--- config.mk ---
export PLATFORM = sky130hd
export DESIGN_NAME = cp0_ctrl
export DESIGN_NICKNAME = d
export VERILOG_FILES = /design/src/rtl/cp0_ctrl.sv
export SDC_FILE = /design/constraint.sdc
export NUM_CORES = 1
export LEC_CHECK = 0
export BUFFER_PORTS_ARGS = -buffer_cell sky130_fd_sc_hd__buf_2
export CAP_MARGIN = 15
export CORE_MARGIN = 2
export CORE_UTILIZATION = 49
export CTS_BUF_LIST = sky130_fd_sc_hd__clkbuf_8
export DETAILED_ROUTE_END_ITERATION = 7
export GPL_ROUTABILITY_DRIVEN = 0
export PLACE_DENSITY = 0.81
export SETUP_SLACK_MARGIN = 0.2
export SLEW_MARGIN = 25
export SYNTH_ARGS = -nofsm -noshare
export SYNTH_HDL_FRONTEND = slang
export SYNTH_SLANG_ARGS = --single-unit
--- constraint.sdc ---
create_clock -name clk -period 2.65 [get_ports clk]
set_clock_uncertainty 0.15 [all_clocks]
set_input_delay 0 -clock clk [delete_from_list [all_inputs] [get_ports clk]]
set_output_delay 0 -clock clk [all_outputs]
set_load 0.02 [all_outputs]
--- src/rtl/cp0_ctrl.sv ---
// Coprocessor-0 exception/interrupt controller: SR, Cause, EPC, PRId, mtc0/mfc0/eret
// servicing and the single pipeline flush/trap strobe int_req.
module cp0_ctrl #(
   parameter logic [31:0] PRID    = 32'h2025_0007,
   parameter logic [4:0]  EXC_INT = 5'd0
) (
   input  logic        clk,
   input  logic        reset,
   input  logic        we,
   input  logic [4:0]  addr,
   input  logic [31:0] wdata,
   output logic [31:0] rdata,
   input  logic [31:0] vpc,
   input  logic        bd_in,
   input  logic [4:0]  exc_code_in,
   input  logic [5:0]  hw_int,
   input  logic        eret,
   output logic        int_req,
   output logic [31:0] epc_out
);

   typedef enum logic [4:0] {
      REG_SR    = 5'd12,
      REG_CAUSE = 5'd13,
      REG_EPC   = 5'd14,
      REG_PRID  = 5'd15
   } cp0_reg_e;

   logic [5:0]  sr_im;
   logic        sr_exl;
   logic        sr_ie;
   logic        cause_bd;
   logic [5:0]  cause_ip;
   logic [4:0]  cause_exc;
   logic [31:0] epc;

   logic        int_pend;
   logic        exc_pend;
   logic [31:0] trap_pc;
   logic [31:0] sr_word;
   logic [31:0] cause_word;

   assign int_pend = (|(hw_int & sr_im)) & sr_ie & ~sr_exl;
   assign exc_pend = (exc_code_in != 5'd0) & ~sr_exl;
   // Reset gating keeps the flush quiet while state is held cleared.
   assign int_req  = ~reset & (int_pend | exc_pend);

   assign trap_pc  = bd_in ? (vpc - 32'd4) : vpc;

   assign sr_word    = {16'h0000, sr_im, 8'h00, sr_exl, sr_ie};
   assign cause_word = {cause_bd, 15'h0000, cause_ip, 3'b000, cause_exc, 2'b00};

   always_ff @(posedge clk or posedge reset) begin
      if (reset) begin
         sr_im     <= '0;
         sr_exl    <= 1'b0;
         sr_ie     <= 1'b0;
         cause_bd  <= 1'b0;
         cause_ip  <= '0;
         cause_exc <= '0;
         epc       <= '0;
      end else begin
         cause_ip <= hw_int;
         if (int_req) begin
            // Trap commit: the victim's own mtc0/eret are flushed with it.
            sr_exl    <= 1'b1;
            cause_bd  <= bd_in;
            cause_exc <= int_pend ? EXC_INT : exc_code_in;
            epc       <= trap_pc & ~32'd3;
         end else begin
            if (we) begin
               case (addr)
                  REG_SR: begin
                     sr_im  <= wdata[15:10];
                     sr_exl <= wdata[1];
                     sr_ie  <= wdata[0];
                  end
                  REG_EPC: epc <= wdata & ~32'd3;
                  default: ;
               endcase
            end
            if (eret)
               sr_exl <= 1'b0;
         end
      end
   end

   always_comb begin
      rdata = '0;
      case (addr)
         REG_SR:    rdata = sr_word;
         REG_CAUSE: rdata = cause_word;
         REG_EPC:   rdata = epc;
         REG_PRID:  rdata = PRID;
         default:   rdata = '0;
      endcase
   end

   // Forward an mtc0 EPC so an eret at the next edge returns to the new value.
   assign epc_out = (we && (addr == REG_EPC)) ? (wdata & ~32'd3) : epc;

endmodule

Yosys cells after proc, flatten, opt, wreduce, memory -nomap -nowiden
Cells that the tools add are included.

operators by class
  $add $sub $neg = 1
  equal/unequal tests = 4
  bitwise operators = 9
  muxes and demuxes = 11
  reductions and logical operators = 10

operator list
  operator                                                              number
  32-bit 2-to-1 mux                                                     5
  32-bit one-hot mux with 4 select lines                                1
  32-bit by 3-bit subtractor with 32-bit output, second input constant  1
  5-bit by 4-bit == test with 1-bit output, second input constant       4
  6-bit bitwise AND                                                     1
  3-bit nonzero test                                                    2
  6-bit OR reduction                                                    1
  5-bit 2-to-1 mux                                                      1
  5-bit nonzero test                                                    1
  1-bit bitwise AND                                                     4
  1-bit 2-to-1 mux                                                      4
  2-bit AND reduction                                                   2
  2-bit nonzero test                                                    2
  1-bit inverter                                                        3
  3-bit AND reduction                                                   1
  1-bit logical AND                                                     1
  1-bit OR                                                              1

storage, ports and cells
  register bits after elaboration = 52
  word-level logic and storage cells = 42
  input bits = 85
  output and inout bits = 65

Depth between registers and ports, before layout
  word-level depth = 8
  gate-level depth with buffers = 8
  mapped depth without buffers = 6

Least setup slack after synthesis
No wires, ideal clock.

  kind = register -> register
  start = register sr_im[2]
  end = register sr_ie
  clock period less this slack = 1.846 ns
  slack = 0.804 ns
  stages on the path, launching flop included = 7
  required time = 2.375 ns
  buffers on the path = 1
  data arrival time = 1.571 ns
  setup time = 0.125 ns
  cells stage by stage = dfrtp_1 -> a22oi_1 -> a31oi_1 -> o31a_1 -> or2_1 -> buf_2 -> mux2_4

on the way
  longest elaborated chain between the ends = 8

RTL lines
  item                             RTL line  RTL
  start, declared                  29        logic [5:0] sr_im;
  start signal, assigned           74        sr_im <= wdata[15:10];
  6-bit bitwise AND                43        assign int_pend = (|(hw_int & sr_im)) & sr_ie & ~sr_exl;
  6-bit OR reduction               43
  1-bit bitwise AND (2 in series)  43
  1-bit OR                         46        assign int_req = ~reset & (int_pend | exc_pend);
  1-bit bitwise AND                46
  1-bit inverter (no line)         --
  3-bit AND reduction (no line)    --
  end signal, assigned             76        sr_ie <= wdata[0];
  end, declared                    31        logic sr_ie;

No other way between the ends.
A chain may end at the register's enable or synchronous reset.

Worst setup path in the final report
  start = input vpc[17]
  end = register epc[28]

on the way
  longest elaborated chain between the ends = 3

RTL lines
  item                                           RTL line  RTL
  start, declared                                13        input logic [31:0] vpc,
  32-bit by 3-bit subtractor with 32-bit output  48        assign trap_pc = bd_in ? (vpc - 32'd4) : vpc;
  32-bit 2-to-1 mux                              48
  32-bit 2-to-1 mux                              64        if (int_req) begin
  end signal, assigned                           69        epc <= trap_pc & ~32'd3;
  end signal, assigned                           78        REG_EPC: epc <= wdata & ~32'd3;
  end, declared                                  35        logic [31:0] epc;

No other way between the ends.

==> results.yml <==
run_status:
  status: "completed"
yosys:
  synth_edf_count: 0
  syn_inst: 354
  synth_cell_type_count: 43
  synth_top_area_share_pct: 39.0
  synth.cell_area_mm2: 0.00321
  syn_area_per_cell_um2: 9.07
  synth_ff_type: "dfrtp_1"
  yosys_warnings: 0
  ys_ff_latch: 50
  yosys-top-cells-area: "dfrtp_1 39%, mux2_2 11%, nor2_1 7.5%"
  async_flop_share_pct: 100
  yosysSeqAreaShare_pct: 39.0
  synth_area_leader_cell: "dfrtp_1"
sta:
  tightest_slew_ps: 666
  fmax_ghz: 0.407
  fin_crit_sh_pct: 92.7
  setup_viol: 0
  fin_ws_ps: 193
  min_period_ps: 2460
  slew_violations: 0
  final.setup.tns_ps: 0
  max_slew_margin_pct: 55.6
  finalHoldViolations: 0
  whs_ps: 18.6
  rsz0062_at_grt: "yes"
pwr:
  swShare_pct: 36.8
  seq_power_share_pct: 41.5
  p_int_w: 0.00153
  power_per_cell_area_mw_per_mm2: 486
  ir_drop_v: 0.000336
  p_leak_nw: 2.32
  clkPwrFrac_pct: 19.2
  netSwitchingPower_w: 0.000895
  combPwrFrac_pct: 39.3
  totalPowerFinal_w: 0.00243
floorplan:
  io_pins: 150
  die_x_um: 85.0
  die_h_um: 85.0
  placementRows: 29
  die_area_mm2: 0.00722
  coreArea_mm2: 0.00635
  start_util_pct: 50.6
cells_and_area:
  num-fill-cells: 411
  antennaDiodeCount: 0
  layout.nets: 664
  fin_area_mm2: 0.00499
  most-common-layout-cells: "145 x buf_2, 86 x dlygate4sd3_1, 64 x nor2_1"
  drive_above_1_share_pct: 36.3
  area_delta_synth_final_pct: 55.4
  mostFrequentLayoutCell: "buf_2"
drt:
  wl_per_cell_um: 17.0
  wl_mm: 11.2
  ant_nets: 0
  dr_total_vias: 3602
  via_per_inst: 5.49
  drt_iter0_drc: 138
  first_pass_iters: 4
  post-route-drc-count: 0
grt:
  grt_max_degree: 74
  antenna_found_initial: 0
  grt_pass1_vias: 3790
  track_usage_pct: 31.2
  grt_pass1_wl_mm: 18.1
  overflow: 0
placed_design:
  place_ws_ps: 518
  placed_cell_area_mm2: 0.00398
  port_buffers: 145
  hpwl_mm: 6.43
critical_path:
  crit_fanout: 6
  start_kind: "input port"
  worstPathArrival_ps: 2450
  required_ps: 2650
  crit_type: "in -> reg"
  cp-end-kind: "register"
clocking:
  htreeDepth: 2
  worstSkewPairLatency_ps: 300
  cts-root-buf: "clkbuf_8"
  numCtsBuffers: 5
  cts_sinks: 50
  clk_pin_slew_worst_paths_ps: 100
  ctsLongestPathBuffers: 2
  cts_tree: "done"
min_path:
  min_path_type: "in -> reg"
job:
  maxCapViolCount: 0
## critical path, stage by stage
cell and delay, ps:
dlygate4sd3_1 560, buf_2 150, nor3_2 290, nand2_1 240, nor4_2 310, xnor2_1 170
dlygate4sd3_1 610, a21oi_1 110
## layer usage
layer / GRT usage (%) / up-vias / share of wire, %
met3: 5.06 / 39 / 6.0
li1: - / 1686 / -
met1: 37.3 / 1715 / 39
met2: 55.6 / 162 / 51
met5: 0 / - / 0
met4: 13.0 / 0 / 3.4
## registers in the layout, summed over array words and instances (netlist names)
name,flops
epc,30
cause_ip,6
sr_im,6
cause_exc,5
cause_bd,1
sr_exl,1
sr_ie,1
## metrics by stage
step | utilization (%) | std cells
global route | 78.6 | 656
floorplan | - | 355
finish | 78.6 | 656
detailed placement | 62.6 | 558
global placement | 62.6 | 558
CTS | 77.7 | 653
## final timing paths
path                                      start                   end  slack [ps]  depth (start not counted)
max in group asynchronous                 reset   epc[24]$_DFFE_PP0P_        1710                          3
hold / removal                          vpc[12]   epc[14]$_DFFE_PP0P_          20                          4
hold reg to reg            cause_bd$_DFFE_PP0P_  cause_bd$_DFFE_PP0P_         370                          1
setup reg to reg           sr_im[2]$_DFFE_PP0P_  cause_bd$_DFFE_PP0P_         470                          5
setup / recovery                        vpc[17]   epc[28]$_DFFE_PP0P_         190                          8
min in group asynchronous                 reset  sr_im[1]$_DFFE_PP0P_         210                          3
## power groups by stage
| stage | sequential (W) | combinational, W | clock (W) |
|---|---|---|---|
| CTS | 0.00100 | 0.000925 | 0.000469 |
| global placement | 0.00101 | 0.000808 | 0 |
| global route | 0.00103 | 0.00104 | 0.000492 |
| detailed placement | 0.00101 | 0.000821 | 0 |
| finish | 0.00101 | 0.000954 | 0.000466 |
| floorplan | 0.000983 | 0.000570 | 0 |
## repair_timing
| action | CTS | global route |
|---|---|---|
| gates resized for setup | 0 | 6 |
| hold buffers | 87 | 0 |
| endpoints found under the hold margin | 100 | 0 |
| setup buffers | 0 | 4 |
| endpoints found under the setup margin | 0 | 7 |
## area by class of cell
class	count	area (um^2)	area share, %
Tap cell	77	96.3	1.93
Clock inverter	3	21.3	0.426
Timing Repair Buffer	239	1650	33.0
Sequential cell	50	1250	25.1
Clock buffer	5	68.8	1.38
Multi-Input combinational cell	273	1870	37.5
Inverter	9	36.3	0.727
## Yosys cell counts (2+ instances only)
master and count:
nand4_1 3, mux2_2 31, buf_4 2, nor2_1 64
a31oi_1 3, a21oi_1 37, nor3_1 8, nor3b_1 2
or4_1 4, xnor2_1 19, nor4_1 5, xor2_1 8
a22oi_1 8, mux2i_1 7, nand2_1 11, buf_2 4
inv_1 9, o21ai_0 7, clkbuf_1 16, nor2b_1 2
or3_1 4, nand3_1 9, nor4_2 3, mux2_4 7
dfrtp_1 50, and3_1 14
## kinds of logic (layout without fill, tap and decap cells)
kind of cell             after synthesis  after routing  share of synthesized area [%]
flip-flops                            50             50                           39.0
multiplexers                          45             45                           16.3
adder cells (fa/ha/maj)                1              1                          0.389
buffers and inverters                 32            256                           4.13
XOR/XNOR                              27             27                           7.36
AND/OR/NAND/NOR                      140            140                           22.7
AO/OA/AOI/OAI                         58             58                           10.1
other                                  1              2                          0.117
No activity file was read; power rests on OpenSTA's default activity.
